<file path="config.mk">
export PLATFORM = sky130hd
export DESIGN_NAME = text_buffer
export DESIGN_NICKNAME = d
export VERILOG_FILES = /design/src/rtl/text_buffer.sv
export SDC_FILE = /design/constraint.sdc
export NUM_CORES = 2
export LEC_CHECK = 0
export ABC_AREA = 1
export CAP_MARGIN = 10
export CORE_ASPECT_RATIO = 1.4
export CORE_MARGIN = 1
export CORE_UTILIZATION = 63
export CTS_CLUSTER_SIZE = 25
export DETAILED_ROUTE_END_ITERATION = 12
export PLACE_DENSITY = 0.8
export SETUP_SLACK_MARGIN = 0.1
export SYNTH_ARGS = -nofsm -noshare
export SYNTH_HDL_FRONTEND = slang
export SYNTH_SLANG_ARGS = --single-unit
</file>
<file path="constraint.sdc">
create_clock -name clk -period 10.51 [get_ports clk]
set_clock_uncertainty 0.05 [all_clocks]
set_input_delay 2.102 -clock clk [delete_from_list [all_inputs] [get_ports clk]]
set_output_delay 2.102 -clock clk [all_outputs]
set_load 0.02 [all_outputs]
</file>
<file path="src/rtl/text_buffer.sv">
// Character-cell store for the text-box overlay: a 16x16 grid of 8-bit codes,
// written through a valid/ready command port and read once per pixel cycle.
module text_buffer #(
    parameter logic [7:0] FILL_CHAR      = 8'h20,
    parameter bit         CLEAR_ON_RESET = 1'b1
) (
    input  logic        clk,
    input  logic        rst,
    input  logic [7:0]  char_xy,
    input  logic [3:0]  char_line,
    output logic [10:0] font_addr,
    input  logic        cmd_valid,
    output logic        cmd_ready,
    input  logic [1:0]  cmd_op,
    input  logic [7:0]  cmd_data,
    output logic [7:0]  cursor,
    output logic        busy
);

    typedef enum logic [1:0] {
        S_RST   = 2'd0,
        S_IDLE  = 2'd1,
        S_CLEAR = 2'd2
    } state_e;

    localparam logic [1:0] OP_PUT    = 2'b00;
    localparam logic [1:0] OP_SETCUR = 2'b01;
    localparam logic [1:0] OP_CLEAR  = 2'b10;
    localparam logic [7:0] CODE_NL   = 8'h0A;

    state_e      state_q;
    logic [7:0]  clr_addr_q;
    logic [7:0]  cursor_q;
    logic        ready_q;
    logic        busy_q;
    logic [10:0] font_addr_q;
    logic [7:0]  mem_q [0:255];

    logic        accept;
    logic        we;
    logic [7:0]  waddr;
    logic [7:0]  wdata;

    assign accept = (state_q == S_IDLE) && cmd_valid && ready_q;

    // Single write port shared by the clear sweep and PUT; a cycle with rst
    // high writes nothing so an interrupted sweep stops exactly where it was.
    always_comb begin
        we    = 1'b0;
        waddr = cursor_q;
        wdata = cmd_data;
        if (!rst) begin
            if (state_q == S_CLEAR) begin
                we    = 1'b1;
                waddr = clr_addr_q;
                wdata = FILL_CHAR;
            end else if (accept && cmd_op == OP_PUT && cmd_data != CODE_NL) begin
                we = 1'b1;
            end
        end
    end

    always_ff @(posedge clk) begin
        if (we) mem_q[waddr] <= wdata;
    end

    // Read-first: the non-blocking write lands after this read samples the array.
    always_ff @(posedge clk) begin
        if (rst) font_addr_q <= 11'd0;
        else     font_addr_q <= {mem_q[char_xy][6:0], char_line};
    end

    always_ff @(posedge clk) begin
        if (rst) begin
            state_q    <= S_RST;
            clr_addr_q <= 8'd0;
            cursor_q   <= 8'd0;
            ready_q    <= 1'b0;
            busy_q     <= 1'b0;
        end else begin
            case (state_q)
                S_RST: begin
                    clr_addr_q <= 8'd0;
                    if (CLEAR_ON_RESET) begin
                        state_q <= S_CLEAR;
                        busy_q  <= 1'b1;
                        ready_q <= 1'b0;
                    end else begin
                        state_q <= S_IDLE;
                        busy_q  <= 1'b0;
                        ready_q <= 1'b1;
                    end
                end
                S_IDLE: begin
                    if (accept) begin
                        case (cmd_op)
                            OP_PUT: begin
                                if (cmd_data == CODE_NL)
                                    cursor_q <= {cursor_q[7:4] + 4'd1, 4'h0};
                                else
                                    cursor_q <= cursor_q + 8'd1;
                            end
                            OP_SETCUR: cursor_q <= cmd_data;
                            OP_CLEAR: begin
                                state_q    <= S_CLEAR;
                                clr_addr_q <= 8'd0;
                                busy_q     <= 1'b1;
                                ready_q    <= 1'b0;
                            end
                            default: ;
                        endcase
                    end
                end
                S_CLEAR: begin
                    clr_addr_q <= clr_addr_q + 8'd1;
                    if (clr_addr_q == 8'hFF) begin
                        state_q  <= S_IDLE;
                        busy_q   <= 1'b0;
                        ready_q  <= 1'b1;
                        cursor_q <= 8'd0;
                    end
                end
                default: state_q <= S_RST;
            endcase
        end
    end

    assign font_addr = font_addr_q;
    assign cmd_ready = ready_q;
    assign busy      = busy_q;
    assign cursor    = cursor_q;

endmodule

</file>
## Word level (Yosys, flattened, before mapping)

Memories as Yosys holds them, arrays and structs flattened. A register that Yosys moved wholly into a read port is not among the register bits.
Index checks and enable logic that the tools add are counted.

| word-level totals | value |
|---|---|
| register bits | 31 |
| output and inout port bits | 21 |
| input port bits | 25 |
| memory bits (writable) | 2048 |
| memories kept | 1 |
| logic and storage cells | 62 |

Memories:

| name | depth | bits a word | read ports | clocked after Yosys merged registers in | wr ports | line | text |
|---|---|---|---|---|---|---|---|
| mem_q | 256 | 8 | 1 | 1 | 1 | 37 | `logic [7:0] mem_q [0:255];` |

| operators by class | value |
|---|---|
| mux-type cells | 29 |
| reduce and logical (&&, ||, !) cells | 12 |
| equality and inequality tests | 11 |
| add/sub/neg operators | 3 |

Operators with widths:

| cell | count |
|---|---|
| 2-to-1 mux 8 bit | 9 |
| case mux 8 bit (2 select lines) | 2 |
| case mux 8 bit (3 select lines) | 1 |
| adder 8 x 1 -> 8 bit, second input constant | 2 |
| 2-to-1 mux 1 bit | 11 |
| equality test 8 x 4 -> 1 bit, second input constant | 1 |
| equality test 8 bit, second input constant | 1 |
| != test 8 x 4 -> 1 bit, second input constant | 1 |
| AND reduction 4 bit | 2 |
| 2-to-1 mux 2 bit | 3 |
| case mux 1 bit (3 select lines) | 2 |
| case mux 2 bit (3 select lines) | 1 |
| AND reduction 3 bit | 2 |
| adder 4 x 1 -> 4 bit, second input constant | 1 |
| equality test 2 x 1 -> 1 bit, second input constant | 2 |
| equality test 2 bit, second input constant | 2 |
| logical AND 1 bit | 4 |
| zero test 2 bit | 2 |
| != test 2 x 1 -> 1 bit, second input constant | 2 |
| != test 3 x 1 -> 1 bit, second input constant | 1 |
| nonzero test 3 bit | 1 |
| != test 2 bit, second input constant | 1 |
| nonzero test 2 bit | 1 |

## Longest topological paths before layout

| logic depth | value |
|---|---|
| depth after elaboration | 10 |
| depth in mapped cells | 15 |

## Worst setup path after synthesis

No wires, ideal clock.

| timing path | value |
|---|---|
| path type | input port to flip-flop |
| start point | in rst |
| end point | mem mem_q[0][0], data pin |
| path slack | 0.811 ns |
| data required time | 9.072 ns |
| arrival time | 8.261 ns |
| path buffers | 1 |
| stages on the path | 3 |
| cell sequence | buf_4 nor2_4 nor2_1 |

| between the ends | value |
|---|---|
| longest elaborated chain between the ends | 1 |

RTL lines:

| what | line | text |
|---|---|---|
| start, declared | 8 | `input logic rst,` |
| 2-to-1 mux 8 bit | 52 | `if (!rst) begin` |
| named net wdata[0] | 42 | `logic [7:0] wdata;` |
| end, declared | 37 |  |

The timed path passes the listed nets, and every way through them passes these cells.

==> metrics <==
initial core utilization=63.4%; Die Wd=293 um; synth warn=0; # nets final=6288; IO Pins=46; Leak=28.0 nW; final hold violations=0; Vias=50100; Crit path buffers/inverters=3; Mapped Nets=6461; critical path endpoint category=register; final setup fails=0; total of max-cap violations=0; total CTS buffers=157; fmax=190 MHz; HPWL Detailed=104000 um; largest net degree at the start of global routing=220; I/O Buffers=45; DR WL/cell=24.1 um; commonest non-fill, non-tap cell in the layout=nand2_1; syn_area_per_cell=11.6 um2; DIE AREA=120000 um2; Routed met2 length=91600 um; antenna violations before repair=6; Slew Viols, Final=0; post-placement setup slack=4.64 ns; clock root cell=clkbuf_16; Die Y=410 um; CP Cell Sequence=buf_8, buf_12, buf_4, nand2_1, nand3_1, nand3_1, nand3_1, nand2_1, nand2_1, nand3_1, nand3_1, nand3_1, a21oi_1; initial DRC count=7066; CP arrival=5.91 ns; vias per cell=6.29; Total Power=15.6 mW; Setup Buffers After CTS=0; vias in the first global route=49100; status=complete, no violations; CP top delay family=buffers and inverters; drc violations=0; Clk pin slew, worst setup/hold paths=0.07 ns; Setup TNS=0 ns; number of antenna-violating nets in the routed design=0; HP Class=register to register; met1 WL=64800 um; later-pin clock latency in the skew report=0.80 ns; slowest stage delay, CP=0.83 ns; final period utilization=50.1%; gr usage total=32.1%; Final Wtd Congestion=0.908; DR WL met3=21000 um; Slew @ Worst Pin=1.26 ns; WHS=0.419 ns; commonest non-fill, non-tap cells in the layout=nand2_1, edfxtp_1, nand3_1; FP Rows=149; slowest cell on the critical path=buf_4; critical path's most frequent cell=nand3_1; post-synthesis sequential area ratio=72.8%; fraction of final layout cells sized beyond drive strength 1=5.14%; Syn Std Cell Area=74800 um2; CTS tree=built; first-pass GRT wire length=287000 um; Top Layer Used=met5; RSZ-0062 raised after global routing=no; critical path fanouts, max=155; Worst Slack Setup Final=5.25 ns; clock sink count=1823; Layout Utilization=68.3%; Syn-to-layout area delta=7.71%; WS Path Type=primary input to register; Cell Pwr Density=194 nW/um2; H-tree Lvls=4; GR Overflow Total=0; TritonRoute pass-1 iters=9; CP required=11.15 ns; Core Area=118000 um2; Hold-fix buffers, CTS=0; Clock Path Buffers=3; relative slew slack=15.8%; Post-Synthesis Cells=6428; Post-CTS Resized=0; wirelength, routed=192000 um; Tmin final=5.26 ns; worst vdd ir=0.478 mV; Yosys cell types=38; startpoint types=primary input; FF+latch count, synth=1823
[stage by stage]
step,area (um2),cells
final,80500,7965
after CTS,80500,7963
after detailed placement,75700,7680
after floorplan,74800,6428
after global placement,75700,7680
after global routing,80500,7964
[state kept, by name, indices dropped and copies added (netlist names)]
name        flops
cmd_ready       1
clr_addr_q      8
font_addr      11
mem_q        1792
busy            1
state_q         2
cursor          8
[kinds of logic (layout without fill, tap and decap cells)]
family | Yosys count | in the layout | share of synthesized area [%]
simple gates | 4050 | 4050 | 23.4
compound gates | 64 | 64 | 0.492
other cells | 0 | 1 | 0
buf+inv | 482 | 433 | 3.17
flops | 1823 | 1823 | 72.8
xor+xnor | 1 | 1 | 0.0117
fa+ha+maj | 8 | 8 | 0.134
[path summary, 6_finish.rpt]
path / from / to / slack, ns / cells past startpoint
hold reg to reg: busy$_SDFFE_PP0P_ / busy$_SDFFE_PP0P_ / 0.42 / 2
setup / recovery: char_xy[0] / font_addr[9]$_SDFF_PP0_ / 5.25 / 13
hold / removal: busy$_SDFFE_PP0P_ / busy$_SDFFE_PP0P_ / 0.42 / 2
setup reg to reg: state_q[0]$_SDFFE_PP0P_ / mem_q[255][4]$_DFFE_PP_ / 6.54 / 9
[metal layers]
| metal | global-route usage (%) | vias to the layer above |
|---|---|---|
| met4 | 22.1 | 6 |
| met1 | 39.3 | 23700 |
| met5 | 0 | - |
| met3 | 6.69 | 736 |
| met2 | 51.5 | 3367 |
| li1 | - | 22300 |
[where the power goes]
| group | leakage [nW] | switching [mW] | total [mW] | internal [mW] |
|---|---|---|---|---|
| registers | 16.4 | 0.0358 | 8.35 | 8.32 |
| clock network | 2.37 | 2.54 | 5.56 | 3.01 |
| logic | 9.21 | 1.41 | 1.74 | 0.329 |
| total | 28.0 | 3.99 | 15.6 | 11.7 |
[cell type report]
class | count | area, um2
sequential | 1823 | 54400
fill | 7932 | 37300
multi-input combinational | 4123 | 18000
clock buffer | 188 | 4150
tap | 1585 | 1980
timing repair buffer | 96 | 1020
clock inverter | 95 | 677
inverter | 54 | 230
antenna | 1 | 2.50
[synthesized netlist by cell type (all sizes together)]
cell type	instances	area [um2]
nand2	2031	7650
edfxtp	1792	53800
nand3	1705	8540
buf	333	1810
nor2	296	1160
clkbuf	95	357
inv	53	201
dfxtp	31	621
o21ai	31	181
a21oi	24	120
ha	8	100
nor3	5	25.0
or2	4	25.0
nand4	3	37.5
nor3b	3	22.5
nor4	3	18.8
o211ai	3	22.5
a211oi	2	15.0
a221oi	1	8.76
a22oi	1	7.51
a31oi	1	6.26
clkinv	1	3.75
o22ai	1	6.26
xor2	1	8.76
[worst min-delay path, delay by kind of cell (launching register included)]
kind | cells | cell delay, ns
DFF | 1 | 0.31
and+or+nand+nor | 1 | 0.06
AOI/OAI and AO/OA | 1 | 0.05
Note: power is estimated with default switching activity, not from simulation.
